File: src/rtl/rand_hl_classifier.sv
// Random-bitstring high/low classifier: a Galois LFSR emits one bit per rate tick,
// the bits are packed into WIDTH-bit words, and each word is classified by popcount.
module rand_hl_classifier #(
  parameter int          WIDTH = 8,
  parameter logic [15:0] SEED  = 16'hACE1,
  parameter logic [15:0] TAPS  = 16'hB400,
  parameter int          DIV_W = 4,
  localparam int         CW    = $clog2(WIDTH + 1)
) (
  input  logic             clk,
  input  logic             rst,
  input  logic             en,
  input  logic [DIV_W-1:0] div_sel,
  input  logic [CW-1:0]    thresh,
  input  logic [1:0]       mode,
  output logic [WIDTH-1:0] out,
  output logic             out_valid,
  output logic             is_high,
  output logic [7:0]       hi_cnt,
  output logic [7:0]       lo_cnt
);

  localparam int          BW        = $clog2(WIDTH);
  localparam logic [15:0] SEED_EFF  = (SEED == 16'h0000) ? 16'h0001 : SEED;
  localparam logic [BW-1:0] LAST_BIT = BW'(WIDTH - 1);

  localparam logic [1:0] IDLE     = 2'd0;
  localparam logic [1:0] FILL     = 2'd1;
  localparam logic [1:0] CLASSIFY = 2'd2;

  logic [1:0]       state;
  logic [15:0]      lfsr;
  logic [WIDTH-1:0] word, hi_reg, lo_reg;
  logic [DIV_W-1:0] div_cnt;
  logic [BW-1:0]    bit_cnt;

  logic             tick;
  logic [15:0]      lfsr_nxt;
  logic [CW-1:0]    pc;
  logic             h;
  logic [WIDTH-1:0] hi_nxt, lo_nxt, sel;

  // >= rather than == so a lowered div_sel cannot strand div_cnt above it
  assign tick     = (div_cnt >= div_sel);
  assign lfsr_nxt = (lfsr >> 1) ^ (lfsr[0] ? TAPS : 16'h0000);

  always_comb begin
    pc = '0;
    for (int i = 0; i < WIDTH; i++) pc = pc + CW'(word[i]);
  end

  assign h      = (pc >= thresh);
  assign hi_nxt = h ? word : hi_reg;
  assign lo_nxt = h ? lo_reg : word;

  // mode selection sees this edge's hi/lo update
  always_comb begin
    case (mode)
      2'd0:    sel = word;
      2'd1:    sel = hi_nxt;
      2'd2:    sel = lo_nxt;
      default: sel = hi_nxt ^ lo_nxt;
    endcase
  end

  always_ff @(posedge clk or posedge rst) begin
    if (rst) begin
      state     <= IDLE;
      lfsr      <= SEED_EFF;
      word      <= '0;
      hi_reg    <= '0;
      lo_reg    <= '0;
      out       <= '0;
      out_valid <= 1'b0;
      is_high   <= 1'b0;
      hi_cnt    <= '0;
      lo_cnt    <= '0;
      div_cnt   <= '0;
      bit_cnt   <= '0;
    end else begin
      out_valid <= 1'b0;
      if (en) begin
        case (state)
          IDLE: state <= FILL;
          FILL: begin
            if (tick) begin
              div_cnt <= '0;
              lfsr    <= lfsr_nxt;
              word    <= {word[WIDTH-2:0], lfsr[0]};
              if (bit_cnt == LAST_BIT) begin
                bit_cnt <= '0;
                state   <= CLASSIFY;
              end else begin
                bit_cnt <= bit_cnt + 1'b1;
              end
            end else begin
              div_cnt <= div_cnt + 1'b1;
            end
          end
          CLASSIFY: begin
            hi_reg    <= hi_nxt;
            lo_reg    <= lo_nxt;
            if (h && hi_cnt != 8'hFF) hi_cnt <= hi_cnt + 1'b1;
            if (!h && lo_cnt != 8'hFF) lo_cnt <= lo_cnt + 1'b1;
            is_high   <= h;
            out       <= sel;
            out_valid <= 1'b1;
            state     <= FILL;
          end
          default: state <= IDLE;
        endcase
      end
    end
  end

endmodule

File: config.mk
export PLATFORM = sky130hd
export DESIGN_NAME = rand_hl_classifier
export DESIGN_NICKNAME = d
export VERILOG_FILES = /design/src/rtl/rand_hl_classifier.sv
export SDC_FILE = /design/constraint.sdc
export NUM_CORES = 1
export LEC_CHECK = 0
export BUFFER_PORTS_ARGS = -buffer_cell sky130_fd_sc_hd__buf_2
export CORE_MARGIN = 10
export CORE_UTILIZATION = 38
export DETAILED_ROUTE_END_ITERATION = 10
export GPL_ROUTABILITY_DRIVEN = 0
export PLACE_DENSITY = 0.69
export SLEW_MARGIN = 20
export SYNTH_ARGS = -nofsm -noshare
export SYNTH_HDL_FRONTEND = slang
export SYNTH_SLANG_ARGS = --single-unit
File: constraint.sdc
create_clock -name clk -period 4.3 [get_ports clk]
set_input_delay 0.215 -clock clk [delete_from_list [all_inputs] [get_ports clk]]
set_output_delay 0.215 -clock clk [all_outputs]
set_load 0.03 [all_outputs]
==> results.cfg, run 1 <==
[status]
status = finished, violations left
violations = hold timing

[logic_synthesis]
ys_types = 55
synthDominantCellAreaShare = 0.4401
yosys_warnings = 0
synth_edf_count = 0
synth_nets = 394
synth_area_leaders = dfrtp_1 44%, mux2_2 5.6%, dfstp_2 5.5%
synth_seq_area_share = 0.4952
synthTopCellsByCount = 67 x dfrtp_1, 52 x nand2_1, 25 x o21ai_0
synth_area_leader_cell = dfrtp_1
synthArstFlopShare = 1.000
synth.most_common_cell = dfrtp_1
ys.flop_type = dfrtp_1
syn-cell-area_sq_um = 3810
syn_inst = 361
synth-seq-cells = 75
avgSynthCellArea_sq_um = 10.55

[clocking]
cts.htree.levels = 3
clockBufferDepth = 2
tritoncts = done
cts_sinks = 75
clk_latency_ps = 350
numCtsBuffers = 9
clk_pin_slew_worst_paths_ps = 80
cts-root-buf = clkbuf_8

[timing]
period_minus_slack_ps = 4274
worst_slew_pin_slew_ps = 767.3
fmax_mhz = 234.0
hold_viol = 1
holdWs_ps = -5.516
fin_crit_sh = 0.9939
rsz0062_at_grt = yes
fin_skew_ps = 12.42
maxSlewHeadroom = 0.4878
setup_viol = 0
setup_slack_ps = 26.12
slew_viol_final = 0

[global_route]
grt_pass1_vias = 2978
antenna_found_initial = 0
gr-total-overflow = 0
grt_pass1_wl_um = 13590
grt_max_degree = 40
grt.total_usage = 0.1128

[routing]
finalWirelength_um = 7936
vias = 2824
drt_pass1_iterations = 4
drt_iter0_drc = 154
antenna_left = 0
viasPerCell = 5.061
drc = 0
wire_per_inst_um = 14.22

[die]
die-area_sq_um = 14430
coreArea_sq_um = 9774
die_w_um = 120.1
rows = 36
io_pins = 39
start_util = 0.3898
die_h_um = 120.1

[power_and_ir_drop]
p_leak_uw = 0.002225
irDropWorstVdd_mv = 0.1957
power.density_nw_per_um2 = 538.9

[setup_path]
r2r-start = word[3]
setup.worst_path.end_class = register
crit_path_start_kind = register
worstSetupPathType = reg -> reg
r2r_slack_ps = 30
required_ps = 4560
crit_arrival_ps = 4530
critPathMaxFanout = 6
r2r_cells = 15
worst_r2r_endpoint = lo_cnt[5]

[placed_design]
place_ws_ps = -42.10
port_buffers = 38
dp_hpwl_um = 5869

[layout]
final_nets = 453
n_antenna_cell = 0
top_register = lfsr
drive_gt1_frac = 0.2988
largest_register_ffs = 16
synthToLayoutAreaGrowth_pct = 19.44

[flow_run]
cap_violations = 0

[min_path]
min_path_type = in -> async
where the power goes:
| group | switching, uW | internal [uW] | total, uW |
|---|---|---|---|
| clock | 258 | 341 | 599 |
| combinational | 487 | 433 | 919 |
| sequential | 90.6 | 843 | 934 |
| total | 835 | 1620 | 2450 |
logic make-up (layout without fill, tap and decap cells):
kind of cell / after synthesis / after routing / synth area share
simple gates: 104 / 104 / 0.1301
mux: 31 / 31 / 0.08802
buf+inv: 37 / 101 / 0.04236
flops: 75 / 75 / 0.4952
fa+ha+maj: 20 / 20 / 0.07356
xor+xnor: 24 / 24 / 0.05517
compound gates: 70 / 70 / 0.1156
layout make-up:
cell class	count	area, sq um
flip-flops and latches	75	1887
inverters	25	93.84
multi-input cells	249	1818
fillers	912	5224
repair buffers	60	366.6
well taps	133	166.4
clock buffers	11	141.4
clock inverters	5	77.57
worst max-delay path by stage:
| stage | end | slack, ps | startpoint | depth (start not counted) |
|---|---|---|---|---|
| 2_1_floorplan | out[6] | 120 | word[0] | 16 |
| 3_3_place_gp | out[3] | 60 | word[0] | 15 |
| 3_5_place_dp | out[1] | -40 | word[0] | 15 |
| 4_1_cts | out[6] | 9 | word[0] | 15 |
| 5_1_grt | lo_cnt[5] | -120 | word[1] | 15 |
| 6_report | lo_cnt[5] | 30 | word[3] | 15 |
repair_timing:
action	4_1_cts	5_1_grt
pin swaps	0	14
endpoints found under the setup margin	7	13
setup buffers	0	7
hold buffers	0	0
gates resized for setup	1	19
cell usage in the layout (no fill, tap or decap), types with 3 or more instances in the layout:
| cell type | n |
|---|---|
| a21oi_1 | 9 |
| a22oi_1 | 4 |
| a31oi_1 | 8 |
| and3_1 | 3 |
| buf_2 | 38 |
| buf_4 | 19 |
| buf_6 | 3 |
| clkbuf_8 | 10 |
| dfrtp_1 | 67 |
| dfstp_2 | 8 |
| fa_1 | 3 |
| ha_1 | 14 |
| inv_1 | 20 |
| inv_2 | 5 |
| mux2_2 | 19 |
| mux2i_1 | 8 |
| mux2i_2 | 3 |
| nand2_1 | 51 |
| nand3_1 | 10 |
| nand4_1 | 4 |
| nor2_1 | 15 |
| nor3_1 | 4 |
| o21ai_0 | 25 |
| xnor2_1 | 15 |
| xor2_1 | 9 |
metrics by stage:
| step | area [sq um] | TNS (ps) | util | power [uW] | instances |
|---|---|---|---|---|---|
| global route | 4551 | -730.6 | 0.4656 | 2632 | 558 |
| floorplan | 3810 | 0 | - | 1577 | 361 |
| finish | 4551 | 0 | 0.4656 | 2452 | 558 |
| CTS | 4432 | 0 | 0.4534 | 2387 | 551 |
| detailed placement | 4212 | -119.4 | 0.4309 | 1782 | 535 |
| global placement | 4212 | 0 | 0.4309 | 1737 | 535 |
metal layers:
| layer | global-route usage | part of all wire | up-vias |
|---|---|---|---|
| li1 | - | - | 1369 |
| met1 | 0.1306 | 0.42 | 1386 |
| met2 | 0.1857 | 0.50 | 59 |
| met3 | 0.04266 | 0.059 | 10 |
| met4 | 0.04299 | 0.013 | 0 |
| met5 | 0 | 0 | - |
worst max-delay path, stage by stage (launching register included):
cell and delay [ps]:
dfrtp_1 360, inv_2 60, fa_1 500, fa_1 500
fa_1 490, inv_1 40, ha_2 170, fa_2 540
ha_4 190, o211ai_1 220, o21a_2 290, buf_6 130
nand2_4 50, or2_4 280, nor3_4 190, xor2_1 170
Note: power is estimated with default switching activity, not from simulation.
==> run 2: changes to the inputs <==
--- a/config.mk
+++ b/config.mk
@@ -5,12 +5,14 @@
 export SDC_FILE = /design/constraint.sdc
 export NUM_CORES = 1
 export LEC_CHECK = 0
+export ABC_AREA = 1
 export BUFFER_PORTS_ARGS = -buffer_cell sky130_fd_sc_hd__buf_2
+export CORE_ASPECT_RATIO = 0.7
 export CORE_MARGIN = 10
 export CORE_UTILIZATION = 38
 export DETAILED_ROUTE_END_ITERATION = 10
 export GPL_ROUTABILITY_DRIVEN = 0
-export PLACE_DENSITY = 0.69
+export PLACE_DENSITY = 0.68
 export SLEW_MARGIN = 20
 export SYNTH_ARGS = -nofsm -noshare
 export SYNTH_HDL_FRONTEND = slang
==> run 2 against run 1 <==
Against the previous run: the run now ends clean; critical endpoint is now out[1]; area after synthesis rose by 16%; non-clock buffer count shrank 3; total power up 77%; clock skew decreased by 5.5 ps; fmax is 2.7% higher; sequential share of layout area fell by 5.6 points; highest routed layer unchanged; critical path type unchanged; wire length increased by 35%; global-route usage rose by 1.8 points; utilization up 0.46 points; clock-buffer cell count down 1.
==> results.cfg, run 2 <==
[status]
status = finished clean

[logic_synthesis]
synth-seq-cells = 75
synth_area_leader_cell = dfrtp_1
synth_area_leaders = dfrtp_1 38%, nand2_1 19%, nand4_1 5.2%
syn-cell-area_sq_um = 4425
ys.flop_type = dfrtp_1
synth_seq_area_share = 0.4264
synth_nets = 603
avgSynthCellArea_sq_um = 7.764
synthTopCellsByCount = 220 x nand2_1, 67 x dfrtp_1, 59 x inv_1
ys_types = 34
yosys_warnings = 0
synth.most_common_cell = nand2_1
synth_edf_count = 0
synthArstFlopShare = 1.000
syn_inst = 570
synthDominantCellAreaShare = 0.3789

[global_route]
grt_pass1_wl_um = 17630
top_usage_layer = met2
grtUsageMet2 = 0.1989
antenna_found_initial = 0
grtUsageMet1 = 0.1743
met3_usage = 0.03542
grt.total_usage = 0.1304
grt_pass1_vias = 3711
gr-total-overflow = 0
grt_max_degree = 42

[routing]
drt_pass1_iterations = 4
finalWirelength_um = 10740
drt_iter0_drc = 257
antenna_left = 0
vias = 3876
viasPerCell = 5.008
wire_per_inst_um = 13.87
drc = 0

[clocking]
cts_sinks = 75
tritoncts = done
cts.htree.levels = 3
cts-root-buf = clkbuf_16
clk_pin_slew_worst_paths_ps = 60
clk_latency_ps = 340
clockBufferDepth = 2
numCtsBuffers = 9

[die]
rows = 32
io_pins = 39
die-area_sq_um = 16430
die_w_um = 149.0
coreArea_sq_um = 11210
die_h_um = 110.3
start_util = 0.3948

[layout]
n_antenna_cell = 0
synthToLayoutAreaGrowth_pct = 19.11
regArea_sq_um = 1888
multi_input_area_sq_um = 2220
drive_gt1_frac = 0.1836
fin_util = 0.4702
nFillCells = 1074
top_register = lfsr
stdcell_count = 774
largest_register_ffs = 16
mostFrequentLayoutCells = 216 x nand2_1, 66 x dfrtp_1, 56 x inv_1, 38 x buf_2, 37 x nand4_1
final_nets = 649
layout_commonest_cell = nand2_1

[timing]
maxSlewHeadroom = 0.4140
fin_crit_sh = 0.9676
setup_slack_ps = 139.1
setup_viol = 0
worst_slew_pin_slew_ps = 877.7
fmax_mhz = 240.3
fin_skew_ps = 6.898
rsz0062_at_grt = yes
hold_viol = 0
period_minus_slack_ps = 4161
slew_viol_final = 0

[placed_design]
dp_hpwl_um = 7201
port_buffers = 38
place_ws_ps = 40.02
dp.cells = 751

[setup_path]
cpLargestDelayFamily = adder cells
crit_path_top_delay_cell = fa_1
slowest_delay_ps = 510
worstPathCellList = inv_2 > fa_1 > fa_1 > fa_1 > inv_1 > ha_2 > fa_2 > xor2_2 > ha_1 > nand2_1 > inv_2 > nand2_4 > nand3_4 > clkbuf_16 > nand2_1 > nand2_1 > nand2_1 > nand3_1 > nand2_1 > nand2_1 > nand2_1
crit_arrival_ps = 4440
critPathMaxFanout = 8
worstSetupPathType = reg -> reg
path_common_cell = nand2_1
setup.worst_path.end_class = register
startpoint = word[3]
crit_buf_inv = 4
crit_path_start_kind = register
r2r-start = word[3]
required_ps = 4580

[power_and_ir_drop]
power.density_nw_per_um2 = 823.6
power.total_uw = 4342
p_leak_uw = 0.002824
irDropWorstVdd_mv = 0.5053

[min_path]
min_path_type = in -> async

[flow_run]
cap_violations = 0
-- run 2: cell types whose count changed after synthesis, moves of 11 or more --
| cell | before | now |
|---|---|---|
| nand2_1 | 52 | 220 |
| nand4_1 | 4 | 37 |
| mux2i_1 | 11 | 0 |
| nand3_1 | 11 | 25 |
| mux2_2 | 19 | 0 |
| inv_1 | 24 | 59 |
-- run 2: metrics by stage --
| step | hold slack (ps) | area (sq um) | setup TNS [ps] |
|---|---|---|---|
| after global routing | 148.1 | 5271 | -176.0 |
| after floorplan | 314.0 | 4425 | 0 |
| after global placement | 439.2 | 4820 | 0 |
| final | 68.90 | 5271 | 0 |
| after detailed placement | 455.7 | 4820 | 0 |
| after CTS | 103.5 | 5139 | 0 |
-- run 2: routing by layer --
metal / part of all wire / vias up
met5: 0 / -
met4: 0.014 / 0
met3: 0.063 / 20
met2: 0.44 / 120
met1: 0.48 / 1823
li1: - / 1913
-- run 2: worst reg2reg max path: stages, from the launching register on --
cell and delay [ps]:
dfrtp_1 420, inv_2 80, fa_1 510, fa_1 440, fa_1 510, inv_1 40
ha_2 170, fa_2 350, xor2_2 150, ha_1 280, nand2_1 80, inv_2 60
nand2_4 120, nand3_4 160, clkbuf_16 230, nand2_1 70, nand2_1 60, nand2_1 70
nand3_1 70, nand2_1 70, nand2_1 60, nand2_1 90
-- run 2: final timing paths --
path                             endpoint  slack (ps)  depth (start not counted)
worst max-delay path               out[1]         140                         21
worst min-delay path            hi_cnt[2]          70                          2
worst max register to register     out[1]         140                         21
worst min register to register    lfsr[6]         470                          2
max in group asynchronous        lfsr[10]        3210                          3
min in group clk                 state[1]         120                          2
-- run 2: cell type report --
class                           instances  area share
Clock buffer                           10     0.04344
Inverter                               63     0.04486
Multi-Input combinational cell        410      0.4211
Sequential cell                        75      0.3582
Tap cell                              153     0.03632
Clock inverter                          6     0.01709
Timing Repair Buffer                   57     0.07904
-- run 2: report_power, final --
| group | switching (uW) | total [uW] | internal, uW |
|---|---|---|---|
| sequential | 136 | 1010 | 874 |
| clock | 300 | 809 | 509 |
| combinational | 1520 | 2520 | 1010 |
-- run 2: kinds of logic after synthesis --
| group | synth area share |
|---|---|
| DFF | 0.4264 |
| muxes | 0.01018 |
| buffers and inverters | 0.07944 |
| adders and majority gates | 0.06333 |
| xor gates and xnor gates | 0.04128 |
| and+or+nand+nor | 0.3268 |
| AOI/OAI and AO/OA | 0.05259 |
-- run 2: repair_timing --
item	4_1_cts	5_1_grt
hold buffers	0	0
buffers inserted	0	4
endpoints found under the setup margin	0	20
resized for setup	0	14
==> run 3: changes to the inputs <==
--- a/config.mk
+++ b/config.mk
@@ -10,9 +10,9 @@
 export CORE_ASPECT_RATIO = 0.7
 export CORE_MARGIN = 10
 export CORE_UTILIZATION = 38
+export CTS_CLUSTER_SIZE = 30
 export DETAILED_ROUTE_END_ITERATION = 10
 export GPL_ROUTABILITY_DRIVEN = 0
-export PLACE_DENSITY = 0.68
 export SLEW_MARGIN = 20
 export SYNTH_ARGS = -nofsm -noshare
 export SYNTH_HDL_FRONTEND = slang
==> run 3 against run 2 <==
Against the previous run: first-iteration DRC count increased by 26%; hold slack got worse by 50 ps; sequential share of layout area decreased by 0.89 points; clock-buffer cell count increased by 2; via count increased by 1.3%.
==> results.cfg, run 3 (synthesized netlist as in run 2, its figures left out) <==
[routing]
wire_per_inst_um = 14.81
drt_iter0_drc = 324
antenna_left = 0
viasPerCell = 5.027
finalWirelength_um = 11570
drc = 0
vias = 3926
drt_pass1_iterations = 5

[die]
io_pins = 39
coreArea_sq_um = 11210
die_w_um = 149.0
die-area_sq_um = 16430
die_h_um = 110.3
rows = 32
start_util = 0.3948

[setup_path]
r2r_slack_ps = 110
crit_path_top_delay_cell = fa_2
startpoint = word[3]
worst_r2r_endpoint = out[1]
r2r_cells = 20
crit_path_start_kind = register
required_ps = 4580
slowest_delay_ps = 540
critPathMaxFanout = 6
crit_arrival_ps = 4470
crit_buf_inv = 3
path_common_cell = nand2_1
worstSetupPathType = reg -> reg
worstPathCellList = inv_2 > fa_1 > fa_1 > fa_1 > inv_1 > ha_2 > fa_2 > ha_1 > nand2_1 > nand2_2 > nand2_4 > nand3_4 > clkbuf_16 > nand2_2 > nand2_1 > nor2_1 > nor2_1 > nand2_1 > nand2_1 > nand2_1
r2r-start = word[3]
cpLargestDelayFamily = adder cells
setup.worst_path.end_class = register

[clocking]
cts_sinks = 75
cts.htree.levels = 3
clockBufferDepth = 2
numCtsBuffers = 9
tritoncts = done
clk_latency_ps = 340
cts-root-buf = clkbuf_16
clk_pin_slew_worst_paths_ps = 60

[global_route]
gr-total-overflow = 0
grt_pass1_vias = 3725
antenna_found_initial = 0
grt_pass1_wl_um = 18080
grt_max_degree = 43
grt.total_usage = 0.1355

[power_and_ir_drop]
power.density_nw_per_um2 = 843.8
p_leak_uw = 0.002865
irDropWorstVdd_mv = 0.4201

[min_path]
min_path_type = in -> async

[flow_run]
cap_violations = 0

[layout]
n_antenna_cell = 0
layout_commonest_cell = nand2_1
mostFrequentLayoutCells = 207 x nand2_1, 67 x dfrtp_1, 56 x inv_1, 38 x buf_2, 37 x nand4_1
largest_register_ffs = 16
synthToLayoutAreaGrowth_pct = 22.08
drive_gt1_frac = 0.2070
top_register = lfsr
fin_util = 0.4819
final_nets = 656

[timing]
slew_viol_final = 0
fin_skew_ps = 6.170
hold_viol = 0
setup_viol = 0
fmax_mhz = 238.4
setup_slack_ps = 106.0
period_minus_slack_ps = 4194
worst_slew_pin_slew_ps = 792.0
rsz0062_at_grt = yes
fin_crit_sh = 0.9753
maxSlewHeadroom = 0.4712

[status]
status = finished clean

[placed_design]
place_ws_ps = 125.2
port_buffers = 38
dp_hpwl_um = 7424
## run 3: metal layers
metal / global-route usage / vias up / routed length (um)
li1: - / 1932 / -
met1: 0.1774 / 1829 / 5285
met2: 0.2084 / 148 / 5058
met3: 0.04153 / 17 / 1041
met4: 0.04888 / 0 / 180
met5: 0 / - / 0
## run 3: stage by stage
stage	setup TNS, ps	total power (uW)	area (sq um)	hold WS [ps]	std cells
4_1_cts	0	3962	5120	47.18	767
5_1_grt	-504.4	4927	5403	97.29	781
3_5_place_dp	0	3186	4832	411.0	751
6_report	0	4559	5403	18.60	781
2_1_floorplan	0	2674	4425	314.0	570
3_3_place_gp	0	3097	4832	403.5	751
## run 3: worst max path at each step
stage,to,slack [ps],depth (start not counted)
after floorplan,out[1],350,20
after global placement,out[4],200,21
after detailed placement,out[4],130,21
after CTS,out[4],110,21
after global routing,out[1],-100,21
final,out[1],110,20
## run 3: repair_timing
item,in CTS,in global routing
setup endpoints to repair,0,17
hold buffers,0,0
setup buffers,0,9
gates resized for setup,0,29
## run 3: worst reg2reg max path, cell delays in order (launching register included)
cell and delay, ps:
dfrtp_1 410, inv_2 70, fa_1 500, fa_1 510
fa_1 490, inv_1 40, ha_2 170, fa_2 540
ha_1 240, nand2_1 80, nand2_2 60, nand2_4 120
nand3_4 150, clkbuf_16 210, nand2_2 60, nand2_1 90
nor2_1 100, nor2_1 70, nand2_1 80, nand2_1 50
nand2_1 90
## run 3: power by group
| group | leakage (uW) | switching (uW) | internal, uW |
|---|---|---|---|
| Combinational | 0.00177 | 1650 | 1150 |
| Sequential | 0.000957 | 140 | 873 |
| Clock | 0.000137 | 296 | 450 |
| Total | 0.00287 | 2090 | 2470 |
## run 3: final cells by class
cell class,instances,area (sq um)
Clock buffer,12,236.5
Clock inverter,4,51.30
Fill cell,1111,5808
Inverter,63,244.0
Multi-Input combinational cell,410,2267
Sequential cell,75,1887
Tap cell,153,191.4
Timing Repair Buffer,64,525.5
